## src/rtl/axi_protocol_checker.sv

```systemverilog
// Passive AXI3 protocol checker: stability, timeout, burst-length and outstanding
// tracking on all five channels, reported as sticky flags plus a counted event pulse.
module axi_pc_fifo #(
    parameter int W     = 4,
    parameter int DEPTH = 8
) (
    input  logic         clk,
    input  logic         rst,
    input  logic         push,
    input  logic         pop,
    input  logic [W-1:0] din,
    output logic [W-1:0] dout,
    output logic         empty,
    output logic         overflow
);
    localparam int PTR_W = $clog2(DEPTH);

    logic [W-1:0]     mem [DEPTH];
    logic [PTR_W-1:0] wp, rp;
    logic [PTR_W:0]   cnt;
    logic             full, do_push, do_pop;

    assign empty    = (cnt == '0);
    assign full     = (cnt == (PTR_W+1)'(DEPTH));
    assign do_pop   = pop && !empty;
    assign do_push  = push && (!full || do_pop);
    assign overflow = push && full && !do_pop;
    assign dout     = mem[rp];

    always_ff @(posedge clk) begin
        if (do_push) mem[wp] <= din;
    end

    always_ff @(posedge clk or negedge rst) begin
        if (!rst) begin
            wp  <= '0;
            rp  <= '0;
            cnt <= '0;
        end else begin
            if (do_push) wp <= wp + 1'b1;
            if (do_pop)  rp <= rp + 1'b1;
            cnt <= cnt + (PTR_W+1)'(do_push) - (PTR_W+1)'(do_pop);
        end
    end
endmodule

```

## config.mk

```make
export PLATFORM = sky130hd
export DESIGN_NAME = axi_pc_fifo
export DESIGN_NICKNAME = d
export VERILOG_FILES = /design/src/rtl/axi_protocol_checker.sv
export SDC_FILE = /design/constraint.sdc
export NUM_CORES = 1
export LEC_CHECK = 0
export CAP_MARGIN = 20
export CORE_MARGIN = 5
export CORE_UTILIZATION = 40
export CTS_CLUSTER_SIZE = 20
export DETAILED_ROUTE_END_ITERATION = 16
export PLACE_DENSITY = 0.64
export SLEW_MARGIN = 10
export SYNTH_ARGS = -nofsm -noshare
export SYNTH_HDL_FRONTEND = slang
export SYNTH_SLANG_ARGS = --single-unit
```

## constraint.sdc

```tcl
create_clock -name clk -period 4.9 [get_ports clk]
set_input_delay 0.98 -clock clk [delete_from_list [all_inputs] [get_ports clk]]
set_output_delay 0.98 -clock clk [all_outputs]
set_load 0.01 [all_outputs]
```

==> flow_metrics.py <==
metrics = {
    "floorplanning": {
        "initial_core_util": 0.4054,
        "core-area_sq_mm": 0.004629,
        "io_pins": 14,
        "rows": 25,
        "dieArea_sq_mm": 0.006162,
        "fp.dieH_microns": 78.50,
        "die_w_microns": 78.50,
    },
    "setup_path": {
        "critical_path_class": "primary input to output pin",
        "crit_chain": "clkdlybuf4s50_1, nand2b_1, nor3b_1, clkdlybuf4s50_1",
        "critical_path.most_common_cell": "clkdlybuf4s50_1",
        "crit_arrival_ns": 2.37,
        "slowest_delay_ns": 0.56,
        "worst_path_dominant_cell_family": "buffers and inverters",
        "worstPathRequired_ns": 3.92,
        "setup.worst_path.end_class": "output pin",
        "cp-start-kind": "primary input",
        "worst-path-buf-inv": 2,
        "cp_max_fo": 4,
        "crit_slowest_cell": "clkdlybuf4s50_1",
    },
    "grt": {
        "grt_use_total": 0.1163,
        "antenna_found_initial": 0,
        "gr-usage-met3": 0.03211,
        "grt_max_degree": 14,
        "grt_overflow_total": 0,
        "grt_pass1_vias": 996,
        "use_met2": 0.1935,
        "met1_usage": 0.1402,
        "grt_pass1_wl_mm": 5.195,
        "grt_busiest_layer": "met2",
    },
    "placement": {
        "io_buffers": 13,
        "finalWeightedCongestion": 0.7146,
        "dp_slack_ns": 1.542,
        "post-dp-hpwl_mm": 2.251,
        "place_area_sq_mm": 0.002044,
    },
    "clock_tree": {
        "cts_tree": "done",
        "cts.sinks": 42,
        "cts_setup_buffers": 0,
        "path_clk_slew_ns": 0.08,
        "post_cts_resized": 0,
        "cts_max_level": 2,
        "cts_buffers": 5,
        "clock_latency_ns": 0.29,
        "hold_buffers": 0,
        "ctsRootBufferMaster": "clkbuf_8",
        "cts_max_path_buffers": 2,
    },
    "pwr": {
        "p_leak_nw": 0.8197,
        "pwr_density_cell_mw_per_mm2": 594.5,
        "max-vdd-ir-drop_mv": 0.2404,
        "total_power_w": 0.001307,
    },
    "synthesis": {
        "async_flop_share": 0.2381,
        "synthXorXnorAreaFrac": 0.02800,
        "syn_area_sq_mm": 0.001877,
        "ys_seq_area_frac": 0.6453,
        "synth_warnings": 0,
        "avgSynthCellArea_sq_um": 17.38,
        "synth-simple-area-share": 0.06133,
        "synthCells": 108,
        "synth_edf_count": 32,
        "synth_compound_area_frac": 0.01533,
        "synth_flop_cell": "edfxtp_1",
        "ys_types": 28,
        "synth_adder_area_share": 0.06400,
        "synth-seq-cells": 42,
        "syn_nets": 125,
        "muxShareOfSynthArea": 0.1480,
        "synth_top_family_by_area": "multiplexers",
    },
    "timing": {
        "final.period_utilization": 0.6845,
        "finalSetupViolCount": 0,
        "maxSlewHeadroom": 0.3001,
        "tightest_slew_ns": 1.040,
        "grt_setup_unrepaired": "no",
        "slew_viol_final": 0,
        "finalCriticalPeriod_ns": 3.354,
        "setup_slack_ns": 1.546,
        "finClkSkew_ns": 0.009989,
        "setup_tns_ns": 0,
        "fmax_mhz": 298.1,
        "hold_viol_final": 0,
    },
    "drt": {
        "drt-wirelength-per-cell_microns": 17.73,
        "vias": 940,
        "drt_iter0_drc": 97,
        "drt_pass1_iterations": 4,
        "wl_mm": 3.174,
        "postRouteAntennaNets": 0,
        "drc": 0,
        "vias_per_cell": 5.251,
    },
    "final_layout": {
        "fin_nets": 141,
        "drive_gt1_frac": 0.1440,
        "diodes": 0,
        "fillers": 391,
        "syn2layout_area_growth_pct": 17.13,
        "fin_area_sq_mm": 0.002198,
    },
    "worst_hold_path": {
        "hp-class": "register to register",
    },
    "run_status": {
        "status": "finished clean",
    },
    "run": {
        "maxCapViolCount": 0,
    },
}
-- worst register-to-register path, stage by stage, from the launching register on --
cell and delay (ns):
dfrtp_1 0.36, inv_1 0.10, ha_1 0.17, or3b_1 0.40
o21ai_2 0.44, ha_1 0.32, inv_1 0.06, ha_1 0.16
inv_1 0.06, fa_1 0.37, xnor2_1 0.13
-- cells in the final DEF (no fill, tap or decap), types with 2 or more instances in the layout --
cell	n
edfxtp_1	32
clkdlybuf4s50_1	13
dfrtp_1	10
inv_1	9
mux4_1	8
ha_1	8
mux2_2	6
clkbuf_8	6
xnor2_1	4
nor2_1	3
nor3b_1	2
xor2_1	2
nand2_1	2
nor4b_1	2
bufinv_16	2
-- Yosys cell counts (2+ instances only) --
cell      count  area [sq um]
edfxtp_1     32         960.9
dfrtp_1      10         250.2
inv_1         9         33.78
ha_1          8         100.1
mux4_1        8         210.2
mux2_2        6         67.56
xnor2_1       4         35.03
buf_1         3         11.26
nor2_1        3         11.26
nor4b_1       3         26.28
buf_6         2         22.52
nand2_1       2         7.510
nor3b_1       2         15.01
xor2_1        2         17.52
-- per-layer routing --
metal	vias up	part of all wire
met2	16	0.54
met5	-	0
met1	481	0.41
li1	441	-
met3	2	0.040
met4	0	0.0091
-- layout make-up --
cell class	count	area, sq um	area share
Multi-Input combinational cell	51	600.6	0.2732
Clock inverter	2	60.06	0.02732
Sequential cell	42	1211	0.5509
Clock buffer	6	82.58	0.03756
Inverter	9	33.78	0.01537
Timing Repair Buffer	15	142.6	0.06488
Tap cell	54	67.56	0.03073
-- power breakdown --
| part | internal, W | leakage (nW) | total, W | switching [W] |
|---|---|---|---|---|
| Clock | 0.000217 | 0.0714 | 0.000335 | 0.000117 |
| Sequential | 0.000471 | 0.407 | 0.000570 | 0.0000990 |
| Combinational | 0.000244 | 0.341 | 0.000402 | 0.000158 |
-- flip-flops by register name, summed over array words and instances, names as in the netlist --
name and cells:
mem 32, cnt 4, wp 3, rp 3
-- cells by family after synthesis --
family                   Yosys count
XOR/XNOR                           6
flip-flops                        42
AO/OA/AOI/OAI                      4
buffers and inverters             15
multiplexers                      14
AND/OR/NAND/NOR                   18
adder cells (fa/ha/maj)            9
-- final timing paths --
kind	end	start	slack, ns	depth (start not counted)
min in group asynchronous	rp[1]	rst	1.00	1
min reg2reg	cnt[0]	cnt[0]	0.55	1
max	overflow	pop	1.55	4
min	cnt[0]	cnt[0]	0.55	1
max reg2reg	cnt[2]	cnt[2]	2.22	10
max in group asynchronous	rp[0]	rst	3.58	1
-- per-stage QoR --
step,instances,util,hold slack (ns)
2_1_floorplan,108,-,0.4962
3_3_place_gp,170,0.4416,0.5109
3_5_place_dp,170,0.4416,0.5471
4_1_cts,178,0.4724,0.5584
5_1_grt,179,0.4749,0.5733
6_report,179,0.4749,0.5546
Note: power is estimated with default switching activity, not from simulation.
==> patch 1: new RTL, same settings <==
Set the parameter `DEPTH` to 16 (it was 8).
--- a/src/rtl/axi_protocol_checker.sv
+++ b/src/rtl/axi_protocol_checker.sv
@@ -2,7 +2,7 @@
 // tracking on all five channels, reported as sticky flags plus a counted event pulse.
 module axi_pc_fifo #(
     parameter int W     = 4,
-    parameter int DEPTH = 8
+    parameter int DEPTH = 16
 ) (
     input  logic         clk,
     input  logic         rst,
Function: changed (a bounded check fails within 10 cycles, from zero or initial values and one cycle with rst low).
==> patch 1 against the unedited design <==
Power is 65% higher; design area is 70% higher; clock power grew 56%; via count increased by 79%; count of clock-buffer cells in the layout up 3; sequential cell count increased by 35; wire length rose by 82%; critical path depth increased by 2; critical endpoint is now dout[1]; area after synthesis up 77%; setup slack worse by 460 ps; die area grew 66%.
==> patch 1: results (changes against the unedited design) <==
* Result of the run: completed
- GR Util met2: 0.196 (+0.00291)
* Largest net degree at the start of global routing: 18 (+4)
* Largest delay share family, worst path: flip-flops
* Share of cells above drive strength 1: 0.102 (-0.0422)
- Share of the yosys chip area belonging to registers: 0.678 (+0.0327)
- The net total in the final layout came to 241 (+71%).
* HPWL reported at the end of detailed placement: 4.00 mm (+78%)
* Endpoint arrival time on the critical path: 2840 ps (+470 ps)
* Leading cell types by total area after synthesis: edfxtp_1, dfrtp_1, mux2i_1, ha_1, mux4_1
* Minimum setup slack after placement: 1430 ps (-113 ps)
- Leakage: 1.35 nW (+65%)
- Nets in the synthesized netlist: 223 (+78%)
- The initial DRC count was 75 (-23%).
- The number of instances in the synthesized netlist was 203 (+88%).
- The last weighted congestion value of the routability-driven placer came to 0.715 (about the same).
* Post-synth EDFFs: 64 (+100%)
- Via count of the first global-routing pass: 1,678 (+68%)
- The commonest cells after synthesis are edfxtp_1, mux2i_1, nor2_1.
* Number of placed instances with taps included: 315 (+85%)
- The most critical setup path has its startpoint at rp[0].
- The CTS H-tree depth is 3 (+1).
- The largest voltage drop on the vdd net came to 0.169 mV (-30%).
- Via/cell ratio: 5.08 (-3.3%)
- The biggest cell delay along the critical path came to 920 ps (+360 ps).
- Final wirelength: 5.78 mm (+82%)
[patch 1: cell count changes after synthesis, moves of 4 or more]
cell,unedited run,this run
mux2i_1,0,16
o21ai_0,0,5
a221oi_1,0,8
nand2_1,2,11
mux2_2,6,1
a22oi_1,0,4
nor2_1,3,15
edfxtp_1,32,64
[patch 1: where the power goes]
group          switching, mW  total [mW]  internal [mW]
registers              0.133       0.956          0.823
logic                  0.336       0.679          0.342
clock network          0.233       0.522          0.289
[patch 1: cells by family (layout without fill, tap and decap cells)]
logic type / after synthesis / after routing / synth area share
flip-flops: 77 / 77 / 0.678
AND/OR/NAND/NOR: 39 / 39 / 0.0559
multiplexers: 25 / 25 / 0.112
AO/OA/AOI/OAI: 21 / 21 / 0.0468
buffers and inverters: 19 / 42 / 0.0336
adder cells (fa/ha/maj): 12 / 12 / 0.0476
XOR/XNOR: 10 / 10 / 0.0264
[patch 1: worst reg2reg max path, delay by kind of cell (launching register included)]
kind            cells  cell delay [ps]
fa+ha+maj           4             1090
xor+xnor            1              120
simple gates        3              330
compound gates      2              570
buf+inv             3              200
flops               1              360
[patch 1: final timing paths]
| kind | end | slack (ps) | cells after the start |
|---|---|---|---|
| setup / recovery | dout[1] | 1080 | 6 |
| hold / removal | cnt[0] | 580 | 1 |
| setup reg to reg | cnt[4] | 2180 | 13 |
| hold reg to reg | cnt[0] | 580 | 1 |
| max in group asynchronous | rp[3] | 3510 | 1 |
| min in group asynchronous | cnt[4] | 1010 | 1 |
[patch 1: cell type report]
type	count	area, µm²
flip-flops and latches	77	2250
clock inverters	7	97.6
well taps	105	131
multi-input cells	107	956
inverters	11	41.3
clock buffers	9	124
fillers	676	4390
repair buffers	15	145
==> patch 2: new RTL, same settings <==
Made on the original files. Compare `cnt` against `(PTR_W+1)'(DEPTH)` with >= in place of ==.
--- a/src/rtl/axi_protocol_checker.sv
+++ b/src/rtl/axi_protocol_checker.sv
@@ -21,7 +21,7 @@
     logic             full, do_push, do_pop;
 
     assign empty    = (cnt == '0);
-    assign full     = (cnt == (PTR_W+1)'(DEPTH));
+    assign full     = (cnt >= (PTR_W+1)'(DEPTH));
     assign do_pop   = pop && !empty;
     assign do_push  = push && (!full || do_pop);
     assign overflow = push && full && !do_pop;
Function: same outputs for any inputs over 10 cycles, from zero or initial values and one cycle with rst low; that may be too few to reach the edited logic, so the function may still have changed.
==> patch 2 against the unedited design <==
Power down 7.9%; sequential cell count did not move; setup slack got worse by 120 ps; design area down 2.4%; synthesized cell count unchanged; final cell count is 0.56% lower; area after synthesis up 0.93%; clock power down 38%; wire length fell by 0.38%; global-route usage is 0.18 points lower.
==> patch 2: results (changes against the unedited design) <==
* Number of buffers on the longest clock path: 2 (unchanged)
- The wire length of the first global-routing pass is 5.18 mm (-0.27%).
- Placer congestion estimate: 0.764 (+7.0%)
- The via count was 959 (+2.0%).
- The post-synth net total came to 124 (-0.80%).
- The maximum fanout encountered on the critical timing path came to 9 (+5).
- Leakage: 0.746 nW (-8.9%)
* Largest delay share family, worst path: buffers and inverters
* Cell with the largest stage delay on the worst path: clkdlybuf4s50_1
- Minimum setup slack after placement: 1430 ps (-111 ps)
- All-Layer GR Usage: 0.115 (-0.00179)
* Deepest level of the CTS H-tree: 2 (unchanged)
- Synth top cells by count: edfxtp_1, dfrtp_1, mux4_2
- The arrival time of the worst setup path came to 2500 ps (+130 ps).
- Via count of the first global-routing pass: 1,014 (+1.8%)
- Max-Slew Margin vs Limit: 0.466 (+0.166)
- The share of cells above drive strength 1 was 0.185 (+0.0415).
* Clock slew at the register clock pins of the worst setup and hold paths: 70 ps
- The number of I/O port buffers came to 13 (unchanged).
- Result of the run: completed
* Proportion of synthesized flip-flops having asynchronous set or reset: 0.238 (unchanged)
- Final wirelength: 3.16 mm (-0.38%)
* Leading cell types by total area after synthesis: edfxtp_1, dfrtp_1, mux4_2, ha_1, mux2_2
- First-pass iteration count of the detailed router: 4 (unchanged)
- The final setup skew is 6.81 ps (-3.18 ps).
- The half-perimeter wire length after placement was 2.30 mm (+2.0%).
* Net total in the final layout: 139 (-1.4%)
* Share of the yosys chip area belonging to registers: 0.639 (-0.00597)
- Post-synth EDFFs: 32 (unchanged)
- The initial DRC count came to 41 (-58%).
- The biggest cell delay along the critical path was 540 ps (-20 ps).
- The largest net degree at the start of global routing is 13 (-1).
- The largest voltage drop on the vdd net is 0.253 mV (+5.1%).
* Registers with the highest flip-flop counts: mem (32), cnt (4)
- The number of setup buffers added after CTS is 0 (unchanged).
- The number of library cell types mapped by synthesis is 33 (+18%).
* Master cell of the clock root buffer: clkbuf_8
==> patch 2: cell count changes in the layout (fill, tap and decap cells not counted), moves of 2 or more <==
cell and change:
mux4_1 -8, mux4_2 +8, inv_1 -5, nor2_1 -3, nor3_1 +3, bufinv_16 -2
mux2_2 -2, nand3_1 +2, nor3b_1 +2, nor4b_1 -2, xnor2_1 -2, xor2_1 +2
==> patch 2: layout make-up <==
type / instances / area (µm²)
clock buffers: 6 / 72.6
inverters: 5 / 23.8
well taps: 54 / 67.6
flip-flops and latches: 42 / 1210
clock inverters: 2 / 8.76
multi-input cells: 56 / 631
repair buffers: 13 / 130
fillers: 408 / 2520
==> patch 2: stage by stage <==
stage               utilization  instances  power (mW)
finish                    0.460        178        1.20
global route              0.460        178        1.29
CTS                       0.460        178        1.23
detailed placement        0.443        170        1.02
global placement          0.443        170       0.991
floorplan                     -        108       0.868
==> patch 2: layer usage <==
layer | vias up | track usage | share of wire
met4 | 0 | 0.0361 | 0.012
met5 | - | 0 | 0
met1 | 490 | 0.139 | 0.43
li1 | 446 | - | -
met2 | 18 | 0.194 | 0.51
met3 | 5 | 0.0374 | 0.044
==> patch 2: worst paths after layout <==
path | endpoint | from | slack, ps | cells after the start
setup / recovery | overflow | pop | 1420 | 4
hold / removal | wp[2] | wp[2] | 540 | 1
setup reg to reg | cnt[3] | cnt[3] | 2590 | 9
hold reg to reg | wp[2] | wp[2] | 540 | 1
max in group asynchronous | rp[2] | rst | 3530 | 1
min in group asynchronous | wp[2] | rst | 1030 | 1
==> patch 2: kinds of logic (layout without fill, tap and decap cells) <==
family,count (synthesis),after routing,synth area share
buf+inv,10,26,0.0277
xor+xnor,6,6,0.0277
compound gates,7,7,0.0436
simple gates,21,21,0.0720
fa+ha+maj,8,8,0.0568
mux,14,14,0.133
flops,42,42,0.639
==> patch 2: worst reg2reg max path, delay by kind of cell (launching register included) <==
| family | cells | cell delay, ps |
|---|---|---|
| AND/OR/NAND/NOR | 3 | 810 |
| adder cells (fa/ha/maj) | 2 | 440 |
| flip-flops | 1 | 440 |
| AO/OA/AOI/OAI | 2 | 320 |
| XOR/XNOR | 1 | 160 |
| buffers and inverters | 1 | 70 |
==> patch 2: where the power goes <==
group / switching (mW) / internal (mW)
combinational: 0.174 / 0.260
sequential: 0.0971 / 0.465
clock: 0.111 / 0.0979
